File: config.mk
export PLATFORM = sky130hd
export DESIGN_NAME = ahb_lite_master
export DESIGN_NICKNAME = d
export VERILOG_FILES = /design/src/rtl/ahb_pkg.sv /design/src/rtl/ahb_cmd_fifo.sv /design/src/rtl/ahb_lite_master.sv
export SDC_FILE = /design/constraint.sdc
export NUM_CORES = 1
export LEC_CHECK = 0
export CAP_MARGIN = 20
export CORE_MARGIN = 4
export CORE_UTILIZATION = 49
export DETAILED_ROUTE_END_ITERATION = 6
export PLACE_DENSITY = 0.88
export SLEW_MARGIN = 30
export SYNTH_ARGS = -nofsm -noshare
export SYNTH_HDL_FRONTEND = slang
export SYNTH_SLANG_ARGS = --single-unit
File: constraint.sdc
create_clock -name hclk -period 2.6 [get_ports hclk]
set_input_delay 0.26 -clock hclk [delete_from_list [all_inputs] [get_ports hclk]]
set_output_delay 0.26 -clock hclk [all_outputs]
set_load 0.01 [all_outputs]
File: src/rtl/ahb_pkg.sv
// Shared AHB-Lite types: transfer-type encoding and the packed command record.
// The command record is sized for the widest supported bus (32-bit address,
// 64-bit data); narrower masters zero-extend into it and slice back out.
package ahb_pkg;

    typedef enum logic [1:0] {
        IDLE   = 2'b00,
        BUSY   = 2'b01,
        NONSEQ = 2'b10,
        SEQ    = 2'b11
    } htrans_t;

    localparam int AHB_MAX_ADDR_W = 32;
    localparam int AHB_MAX_DATA_W = 64;

    typedef struct packed {
        logic                      write;
        logic [AHB_MAX_ADDR_W-1:0] addr;
        logic [AHB_MAX_DATA_W-1:0] wdata;
    } ahb_cmd_t;

    localparam int AHB_CMD_W = $bits(ahb_cmd_t);

endpackage

File: src/rtl/ahb_cmd_fifo.sv
// Purpose: 2-entry command FIFO in front of the AHB address phase.
// Latency: an entry pushed on an edge is visible at pop_dat after that edge.
// Backpressure: push is ignored when full; pop is ignored when empty.
// Ports: clk/rst_n (async active-low, empties the FIFO), push/push_dat,
//        pop/pop_dat (head entry, valid while !empty), full, empty.
module ahb_cmd_fifo
    import ahb_pkg::*;
(
    input  logic                 clk,
    input  logic                 rst_n,
    input  logic                 push,
    input  logic [AHB_CMD_W-1:0] push_dat,
    input  logic                 pop,
    output logic [AHB_CMD_W-1:0] pop_dat,
    output logic                 full,
    output logic                 empty
);

    logic [AHB_CMD_W-1:0] mem [2];
    logic                 wr_ptr;
    logic                 rd_ptr;
    logic [1:0]           count;
    logic                 do_push;
    logic                 do_pop;

    assign full    = (count == 2'd2);
    assign empty   = (count == 2'd0);
    // A full FIFO refuses the push even when a pop happens on the same edge.
    assign do_push = push && !full;
    assign do_pop  = pop && !empty;
    assign pop_dat = mem[rd_ptr];

    // Storage needs no reset: count alone decides which entries are live.
    always_ff @(posedge clk) begin
        if (do_push) begin
            mem[wr_ptr] <= push_dat;
        end
    end

    always_ff @(posedge clk or negedge rst_n) begin
        if (!rst_n) begin
            wr_ptr <= 1'b0;
            rd_ptr <= 1'b0;
            count  <= 2'd0;
        end else begin
            if (do_push) wr_ptr <= ~wr_ptr;
            if (do_pop)  rd_ptr <= ~rd_ptr;
            count <= count + {1'b0, do_push} - {1'b0, do_pop};
        end
    end

endmodule

File: src/rtl/ahb_lite_master.sv
// Purpose: single-transfer AHB-Lite master; turns commands into NONSEQ/IDLE
//          transfers and returns one in-order completion per transfer.
// Latency: command on the bus the cycle after acceptance (one more cycle with
//          AHB_LITE_MASTER_CMD_FIFO_EN); completion pulses the cycle after the
//          data phase finishes. Backpressure: cmd_ready follows hready (no FIFO)
//          or !full (FIFO); the completion channel cannot be stalled.
// Ports: hclk/hresetn, cmd_* request channel, rsp_* completion channel,
//        htrans/hwrite/haddr/hwdata master outputs, hready/hrdata slave inputs.
// Option macro: AHB_LITE_MASTER_CMD_FIFO_EN (ADDR_W <= 32, DATA_W <= 64).
module ahb_lite_master
    import ahb_pkg::*;
#(
    parameter int ADDR_W = 8,
    parameter int DATA_W = 32
) (
    input  logic              hclk,
    input  logic              hresetn,
    input  logic              cmd_valid,
    output logic              cmd_ready,
    input  logic              cmd_write,
    input  logic [ADDR_W-1:0] cmd_addr,
    input  logic [DATA_W-1:0] cmd_wdata,
    output logic              rsp_valid,
    output logic              rsp_write,
    output logic [DATA_W-1:0] rsp_rdata,
    output logic [1:0]        htrans,
    output logic              hwrite,
    output logic [ADDR_W-1:0] haddr,
    output logic [DATA_W-1:0] hwdata,
    input  logic              hready,
    input  logic [DATA_W-1:0] hrdata
);

    // Next command waiting to enter the address phase.
    logic              pend_vld;
    logic              pend_write;
    logic [ADDR_W-1:0] pend_addr;
    logic [DATA_W-1:0] pend_wdata;

`ifdef AHB_LITE_MASTER_CMD_FIFO_EN
    ahb_cmd_t             push_cmd;
    ahb_cmd_t             pop_cmd;
    logic [AHB_CMD_W-1:0] pop_raw;
    logic                 fifo_full;
    logic                 fifo_empty;
    logic                 fifo_push;
    logic                 fifo_pop;

    always_comb begin
        push_cmd                    = '0;
        push_cmd.write              = cmd_write;
        push_cmd.addr[ADDR_W-1:0]   = cmd_addr;
        push_cmd.wdata[DATA_W-1:0]  = cmd_wdata;
    end

    assign fifo_push = cmd_valid && !fifo_full;
    assign fifo_pop  = hready && !fifo_empty;

    ahb_cmd_fifo u_cmd_fifo (
        .clk      (hclk),
        .rst_n    (hresetn),
        .push     (fifo_push),
        .push_dat (push_cmd),
        .pop      (fifo_pop),
        .pop_dat  (pop_raw),
        .full     (fifo_full),
        .empty    (fifo_empty)
    );

    assign pop_cmd    = ahb_cmd_t'(pop_raw);
    assign cmd_ready  = !fifo_full;
    assign pend_vld   = !fifo_empty;
    assign pend_write = pop_cmd.write;
    assign pend_addr  = pop_cmd.addr[ADDR_W-1:0];
    assign pend_wdata = pop_cmd.wdata[DATA_W-1:0];
`else
    // Without a FIFO the address phase only moves on hready, so a command can
    // only be taken on those edges.
    assign cmd_ready  = hready;
    assign pend_vld   = cmd_valid;
    assign pend_write = cmd_write;
    assign pend_addr  = cmd_addr;
    assign pend_wdata = cmd_wdata;
`endif

    htrans_t           htrans_q;
    logic [DATA_W-1:0] ap_wdata;   // write data travelling with the address phase
    logic              dp_vld;     // a NONSEQ transfer is in its data phase
    logic              dp_write;

    assign htrans = htrans_q;

    always_ff @(posedge hclk or negedge hresetn) begin
        if (!hresetn) begin
            htrans_q  <= IDLE;
            haddr     <= '0;
            hwrite    <= 1'b0;
            hwdata    <= '0;
            ap_wdata  <= '0;
            dp_vld    <= 1'b0;
            dp_write  <= 1'b0;
            rsp_valid <= 1'b0;
            rsp_write <= 1'b0;
            rsp_rdata <= '0;
        end else begin
            rsp_valid <= 1'b0;
            // Both pipeline stages move together on hready; while it is low
            // every bus output holds, including hwdata during write wait states.
            if (hready) begin
                if (dp_vld) begin
                    rsp_valid <= 1'b1;
                    rsp_write <= dp_write;
                    rsp_rdata <= dp_write ? '0 : hrdata;
                end
                dp_vld   <= (htrans_q == NONSEQ);
                dp_write <= hwrite;
                hwdata   <= ((htrans_q == NONSEQ) && hwrite) ? ap_wdata : '0;
                if (pend_vld) begin
                    htrans_q <= NONSEQ;
                    haddr    <= pend_addr;
                    hwrite   <= pend_write;
                    ap_wdata <= pend_wdata;
                end else begin
                    htrans_q <= IDLE;
                    haddr    <= '0;
                    hwrite   <= 1'b0;
                    ap_wdata <= '0;
                end
            end
        end
    end

endmodule

==> results.txt, run 1 <==
----------------------------------------------------
[Route]
  Count of vias placed by the detailed router ... 3426
  Ratio of routed vias to standard cells ... 4.88
  Initial DRC count ... 150
  Routed wire length ... 10700 um
  Detailed-route wire length per cell ... 15.2 um
  Number of remaining DRC errors ... 0
  ANT nets after route ... 0
  Count of TritonRoute iterations in the first routing pass ... 4

[Logic synthesis]
  Post-synthesis sequential element count ... 110
  Post-synthesis cell type with the largest combined area ... sky130_fd_sc_hd__dfrtp_1
  Most repeated cell in the gate-level netlist after synthesis ... sky130_fd_sc_hd__dfrtp_1
  Number of synthesized flops with an enable pin ... 0
  Post-synth ARST share ... 1.00
  Post-synth cell types ... 16
  Net count after synthesis ... 511
  Synthesis Warnings ... 0
  Synth area leaders ... sky130_fd_sc_hd__dfrtp_1, sky130_fd_sc_hd__mux2_4, sky130_fd_sc_hd__inv_1, sky130_fd_sc_hd__nand3_1, sky130_fd_sc_hd__o21ai_0
  Mapped Area ... 4680 sq um
  Share of the yosys chip area belonging to registers ... 0.589
  Share of the synthesized area in the top cell type ... 0.589
  Top cells by count, synth ... sky130_fd_sc_hd__dfrtp_1, sky130_fd_sc_hd__inv_1, sky130_fd_sc_hd__nand3_1, sky130_fd_sc_hd__o21ai_0, sky130_fd_sc_hd__nand2_1
  Post-Syn Instances ... 434
  Average footprint of a synthesized cell ... 10.8 sq um
  Most used flip-flop cell after synthesis ... sky130_fd_sc_hd__dfrtp_1

[Pwr]
  Gate power share ... 0.254
  Leakage dissipation ... 2.83 nW
  Total net switching power ... 1.07 mW
  Switching Fraction ... 0.256
  Proportion of power drawn by the clock network ... 0.255
  Part of the power in registers ... 0.491
  Sum of internal, switching and leakage power ... 4.17 mW
  Cell internal power dissipation ... 3.10 mW
  Power Dens Cells ... 646 nW/um^2
  Worst-case vdd ir drop ... 358 uV

[Floorplan]
  Total I/O pin count ... 155
  Horiz. Die Dim ... 106 um
  Starting density of the core ... 0.504
  Row Count ... 35
  Die outline area ... 11200 sq um
  Vertical extent of the die ... 106 um
  Std-Cell Core Area ... 9280 sq um

[Timing]
  Max Fclk ... 628 MHz
  Final worst path period need ... 1590 ps
  Total negative slack ... 0 ps
  Max Transition Viols Final ... 0
  Worst-Margin Slew ... 740 ps
  Fraction of the cycle the final worst path needs ... 0.613
  Clock Skews ... 11.6 ps
  Unrepaired setup endpoints after global routing ... false
  Total of endpoints with negative setup slack in the final report ... 0
  Worst slew margin relative to its limit ... 0.507
  Final Hold Violating Endpoints ... 0

[Critical path]
  R2R cell count ... 2
  Worst-path cell chain ... clkdlybuf4s50_1
  Worst-path cell with the longest stage delay ... sky130_fd_sc_hd__clkdlybuf4s50_1
  Family of cells with the greatest summed delay on the critical path ... buffers and inverters
  Worst Setup SP ... htrans[1]$_DFFE_PN0P_
  CP Depth ... 1
  Critical path type ... reg2out
  Startpoint Class ... flop
  FF-to-FF Start ... dp_vld$_DFFE_PN0P_
  Largest fanout on the critical path ... 4
  Critical path buffer and inverter count ... 1
  Crit path DAT ... 1330 ps
  Stage delay of the slowest cell on the critical path ... 570 ps
  Capture instance of the worst register-to-register path ... rsp_rdata[24]$_DFFE_PN0P_
  Crit path capture type ... primary output
  Worst-case register-to-register setup slack ... 1210 ps
  Setup crit end ... htrans[1]
  WP data required ... 2340 ps

[GRT]
  Largest net degree at the start of global routing ... 150
  Remaining Overflow, GRT ... 0
  GRT Util Overall ... 0.192
  Via count of the first global-routing pass ... 3496
  Global-route wire length before repair ... 17200 um
  Initial antenna violation count ... 0

[Finish]
  Fill cells ... 681
  Antenna Diode Count ... 0
  Core Util, Final ... 0.695
  NumNets Final ... 648
  Layout Cell Area excl Fill ... 6450 sq um
  Share of cells above drive strength 1 ... 0.0995
  Non-filler instance count after layout ... 702
  Post-synthesis to final-layout area growth ... 38.0%

[Flow run]
  Number of max-capacitance violations reported ... 0

[Placement]
  Number of port buffers ... 153
  Instance area after placement ... 6240 sq um
  Placed cells ... 688
  Placed wire-length estimate ... 7380 um
  Weighted congestion reported at the end of routability-driven placement ... 0.774

[Clock tree]
  Clock Root Buffer ... sky130_fd_sc_hd__clkbuf_8
  Number of buffers added by the clock tree synthesis step ... 9
  H-Tree Level Count ... 3
  Reg clk slew, reported paths ... 100 ps
  Worst-Skew Late Latency ... 350 ps
  Count of clock tree sinks ... 110
  # Post-CTS Setup Buffers ... 0
  Clock tree from TritonCTS ... built
  Buffers from clock root to sink, at most ... 2

[Worst hold path]
  Hold Path Class ... in2reg
  Number of cells on the worst hold path ... 3

[Run status]
  Run status ... complete, no violations

----------------------------------------------------
-- layer usage --
metal / GRT usage / wire length [um]
met5: 0 / 0
met4: 0.0509 / 92
met3: 0.0355 / 549
met2: 0.328 / 5300
met1: 0.253 / 4730
-- worst min-delay path by stage --
stage	startpoint	end
6_report	cmd_addr[6]	haddr[6]$_DFFE_PN0P_
5_1_grt	cmd_wdata[20]	ap_wdata[20]$_DFFE_PN0P_
4_1_cts	cmd_addr[6]	haddr[6]$_DFFE_PN0P_
3_3_place_gp	hresetn	rsp_rdata[7]$_DFFE_PN0P_
3_5_place_dp	hresetn	rsp_rdata[26]$_DFFE_PN0P_
2_1_floorplan	hresetn	ap_wdata[0]$_DFFE_PN0P_
-- layout make-up --
type                            count  area, sq um  share of cell area
Clock buffer                        9          124              0.0192
Inverter                           74          278              0.0430
Tap cell                          129          161              0.0250
Multi-Input combinational cell    217         1460               0.227
Clock inverter                      4         75.1              0.0116
Sequential cell                   110         2750               0.427
Timing Repair Buffer              159         1600               0.248
-- cells by family after synthesis --
| kind of cell | after synthesis | synth area share |
|---|---|---|
| multiplexers | 36 | 0.110 |
| AO/OA/AOI/OAI | 73 | 0.0867 |
| buffers and inverters | 107 | 0.0982 |
| other | 1 | 0.000802 |
| flip-flops | 110 | 0.589 |
| AND/OR/NAND/NOR | 107 | 0.116 |
-- registers in the layout, summed over array words and instances, names as in the netlist --
register and flops:
ap_wdata 32, htrans 1, hwrite 1, rsp_rdata 32, dp_vld 1, haddr 8
hwdata 32, rsp_valid 1, rsp_write 1, dp_write 1
-- cells in the final DEF (no fill, tap or decap) --
| cell type | netlist | layout |
|---|---|---|
| sky130_fd_sc_hd__buf_12 | 0 | 2 |
| sky130_fd_sc_hd__buf_4 | 4 | 5 |
| sky130_fd_sc_hd__bufinv_16 | 0 | 2 |
| sky130_fd_sc_hd__clkbuf_8 | 0 | 9 |
| sky130_fd_sc_hd__clkdlybuf4s50_1 | 0 | 151 |
| sky130_fd_sc_hd__clkinvlp_4 | 0 | 2 |
| sky130_fd_sc_hd__conb_1 | 1 | 1 |
| sky130_fd_sc_hd__dfrtp_1 | 110 | 110 |
| sky130_fd_sc_hd__dlygate4sd3_1 | 0 | 1 |
| sky130_fd_sc_hd__inv_1 | 74 | 74 |
| sky130_fd_sc_hd__mux2_2 | 7 | 7 |
| sky130_fd_sc_hd__mux2_4 | 29 | 29 |
| sky130_fd_sc_hd__nand2_1 | 33 | 33 |
| sky130_fd_sc_hd__nand2_4 | 1 | 1 |
| sky130_fd_sc_hd__nand3_1 | 41 | 41 |
| sky130_fd_sc_hd__nor2b_1 | 32 | 32 |
| sky130_fd_sc_hd__o21ai_0 | 41 | 41 |
| sky130_fd_sc_hd__o22ai_1 | 32 | 32 |
-- worst register-to-register path, cell delays in order (launching register included) --
cell	delay, ps
sky130_fd_sc_hd__dfrtp_1	410
sky130_fd_sc_hd__nand2_4	460
sky130_fd_sc_hd__mux2_2	410
-- power by group through the flow --
stage	clock, mW	combinational, mW	sequential (mW)
2_1_floorplan	0	0.413	2.15
3_3_place_gp	0	1.04	2.07
3_5_place_dp	0	1.06	2.08
4_1_cts	1.08	1.07	2.05
5_1_grt	1.16	1.13	2.08
6_report	1.06	1.06	2.05
-- timing repair --
action,CTS,global route
resized for setup,0,0
hold buffers,1,0
hold endpoints to repair,48,0
endpoints found under the setup margin,0,0
-- per-stage QoR --
stage          hold slack (ps)  setup slack, ps
6_report                   482             1010
2_1_floorplan            -35.6             1510
3_3_place_gp               359             1210
4_1_cts                    469              981
3_5_place_dp               371             1160
5_1_grt                    479              918
Note: power is estimated with default switching activity, not from simulation.
==> run 2: changes to the inputs <==
Settings changed: CORE_UTILIZATION 49 to 41, PLACE_DENSITY 0.88 to 0.79.
Clock period 2.6 ns to 1.3 ns, I/O delays scaled along.
==> run 2 against run 1 <==
  * Die area is 18% higher
  * Combinational power is 83% higher
  * Wire length is 5.8% higher
  * Sequential share of layout area is 0.92 points lower
  * Sequential cell count stayed put
  * Clock power grew to 2.7 times the previous value
  * First-iteration DRC count is 100% higher
  * Utilization is 9.5 points lower
  * Critical path depth stayed put
  * Worst hold slack worse by 430 ps
  * Design area is 2.2% higher
  * Highest routed layer unchanged
==> results.txt, run 2 (synthesis results as in run 1) <==
----------------------------------------------------
[Finish]
  Share of cells above drive strength 1 ... 0.115
  Most frequent cells in the layout ... sky130_fd_sc_hd__dfrtp_1, sky130_fd_sc_hd__dlygate4sd2_1, sky130_fd_sc_hd__clkdlybuf4s50_1
  Post-synthesis to final-layout area growth ... 41.1%
  Fill cells ... 905
  Leading cell type in the layout, fill and taps excluded ... sky130_fd_sc_hd__dfrtp_1
  Layout Cell Area excl Fill ... 6600 sq um
  Antenna Diode Count ... 0
  Regs by FF count ... ap_wdata x32, hwdata x32, rsp_rdata x32
  NumNets Final ... 655

[Clock tree]
  Clock tree from TritonCTS ... built
  # Post-CTS Setup Buffers ... 0
  Reg clk slew, reported paths ... 70 ps
  H-Tree Level Count ... 3
  Number of buffers added by the clock tree synthesis step ... 9
  Count of clock tree sinks ... 110
  Buffers from clock root to sink, at most ... 2
  Worst-Skew Late Latency ... 350 ps
  Clock Root Buffer ... sky130_fd_sc_hd__clkbuf_16

[Timing]
  Final worst path period need ... 1220 ps
  Hold slack final ... 48.5 ps
  Max Transition Viols Final ... 0
  Unrepaired setup endpoints after global routing ... false
  Total of endpoints with negative setup slack in the final report ... 0
  Worst slew margin relative to its limit ... 0.621
  Clock Skews ... 4.24 ps
  Total negative slack ... 0 ps
  Fraction of the cycle the final worst path needs ... 0.940
  Max Fclk ... 819 MHz
  Final Hold Violating Endpoints ... 0
  Worst-Margin Slew ... 568 ps

[Floorplan]
  Total I/O pin count ... 155
  Horiz. Die Dim ... 115 um
  Vertical extent of the die ... 115 um
  Die outline area ... 13200 sq um
  Std-Cell Core Area ... 11000 sq um
  Row Count ... 38
  Starting density of the core ... 0.426

[GRT]
  Initial antenna violation count ... 0
  GRT Util Overall ... 0.175
  Remaining Overflow, GRT ... 0
  Via count of the first global-routing pass ... 3479
  Largest net degree at the start of global routing ... 70
  Global-route wire length before repair ... 18200 um

[Run status]
  Run status ... complete, no violations

[Pwr]
  Worst-case vdd ir drop ... 1320 uV
  Leakage dissipation ... 3.20 nW
  Sum of internal, switching and leakage power ... 8.84 mW
  Power Dens Cells ... 1340 nW/um^2

[Critical path]
  WP data required ... 1170 ps
  Worst-case register-to-register setup slack ... 90 ps
  Worst-path cell with the longest stage delay ... sky130_fd_sc_hd__dfrtp_1
  Worst-path cell chain ... dlygate4sd2_1
  Largest fanout on the critical path ... 4
  Crit path capture type ... primary output
  Critical path buffer and inverter count ... 1
  Family of cells with the greatest summed delay on the critical path ... flip-flops
  Startpoint Class ... flop
  Critical path type ... reg2out
  Stage delay of the slowest cell on the critical path ... 430 ps
  Crit path DAT ... 1090 ps

[Route]
  Ratio of routed vias to standard cells ... 4.75
  Initial DRC count ... 300
  Met2 WL ... 5400 um
  Routed wire length ... 11300 um
  Detailed-route wire length per cell ... 15.6 um
  ANT nets after route ... 0
  Number of remaining DRC errors ... 0
  Highest routed layer ... met4
  Count of TritonRoute iterations in the first routing pass ... 4
  Met1 Wirelength ... 4920 um
  Count of vias placed by the detailed router ... 3431
  Routed met3 length ... 878 um

[Placement]
  Weighted congestion reported at the end of routability-driven placement ... 0.792
  Number of port buffers ... 153
  Placed wire-length estimate ... 7850 um
  Instance area after placement ... 6370 sq um

[Flow run]
  Number of max-capacitance violations reported ... 0

[Worst hold path]
  Hold Path Class ... in2reg

----------------------------------------------------
==> run 2: cell types whose count changed in the layout (fill, tap and decap cells not counted) <==
cell,before,now
sky130_fd_sc_hd__bufinv_16,2,1
sky130_fd_sc_hd__clkinv_4,0,2
sky130_fd_sc_hd__clkdlybuf4s50_1,151,75
sky130_fd_sc_hd__inv_8,0,2
sky130_fd_sc_hd__clkinv_2,0,1
sky130_fd_sc_hd__dlygate4sd2_1,0,76
sky130_fd_sc_hd__clkbuf_16,0,9
sky130_fd_sc_hd__buf_4,5,7
sky130_fd_sc_hd__buf_12,2,7
sky130_fd_sc_hd__clkinvlp_4,2,1
sky130_fd_sc_hd__clkbuf_8,9,0
==> run 2: worst paths after layout <==
path                                          startpoint                   endpoint  depth (start not counted)
worst min-delay path                              hready     hwdata[20]$_DFFE_PN0P_                          2
worst min register to register  rsp_rdata[1]$_DFFE_PN0P_   rsp_rdata[1]$_DFFE_PN0P_                          1
max in group asynchronous                        hresetn  rsp_rdata[16]$_DFFE_PN0P_                          3
min in group asynchronous                        hresetn      hwdata[0]$_DFFE_PN0P_                          2
worst max-delay path               htrans[1]$_DFFE_PN0P_                  htrans[1]                          1
worst max register to register        dp_vld$_DFFE_PN0P_  rsp_rdata[21]$_DFFE_PN0P_                          3
==> run 2: area by class of cell <==
type | count | area [sq um] | area share
Clock buffer | 9 | 225 | 0.0341
Clock inverter | 7 | 82.6 | 0.0125
Inverter | 74 | 278 | 0.0421
Multi-Input combinational cell | 217 | 1460 | 0.222
Sequential cell | 110 | 2750 | 0.417
Tap cell | 140 | 175 | 0.0266
Timing Repair Buffer | 166 | 1620 | 0.245
==> run 2: through the flow <==
step | utilization | worst slack, ps | instances
2_1_floorplan | - | 218 | 434
3_3_place_gp | 0.580 | 112 | 706
3_5_place_dp | 0.580 | 80.7 | 706
4_1_cts | 0.601 | 52.8 | 723
5_1_grt | 0.601 | 20.4 | 723
6_report | 0.601 | 78.6 | 723
==> run 2: report_power, final <==
part / internal, mW / total, mW / switching [mW]
clock network: 1.53 / 2.83 / 1.30
registers: 3.85 / 4.08 / 0.231
logic: 1.10 / 1.94 / 0.835
==> run 2: timing repair <==
action	CTS	global route
setup endpoints to repair	76	0
resized for setup	76	0
hold endpoints to repair	26	0
hold buffers	1	0
==> run 2: metal layers <==
| metal | GRT usage | vias to the layer above |
|---|---|---|
| met1 | 0.230 | 1628 |
| met4 | 0.0336 | 0 |
| met3 | 0.0658 | 6 |
| li1 | - | 1680 |
| met5 | 0 | - |
| met2 | 0.282 | 117 |
==> run 2: worst register-to-register path: stages (launching register included) <==
cell and delay (ps):
sky130_fd_sc_hd__dfrtp_1 410, sky130_fd_sc_hd__nand2_4 170, sky130_fd_sc_hd__buf_12 200, sky130_fd_sc_hd__mux2_4 320
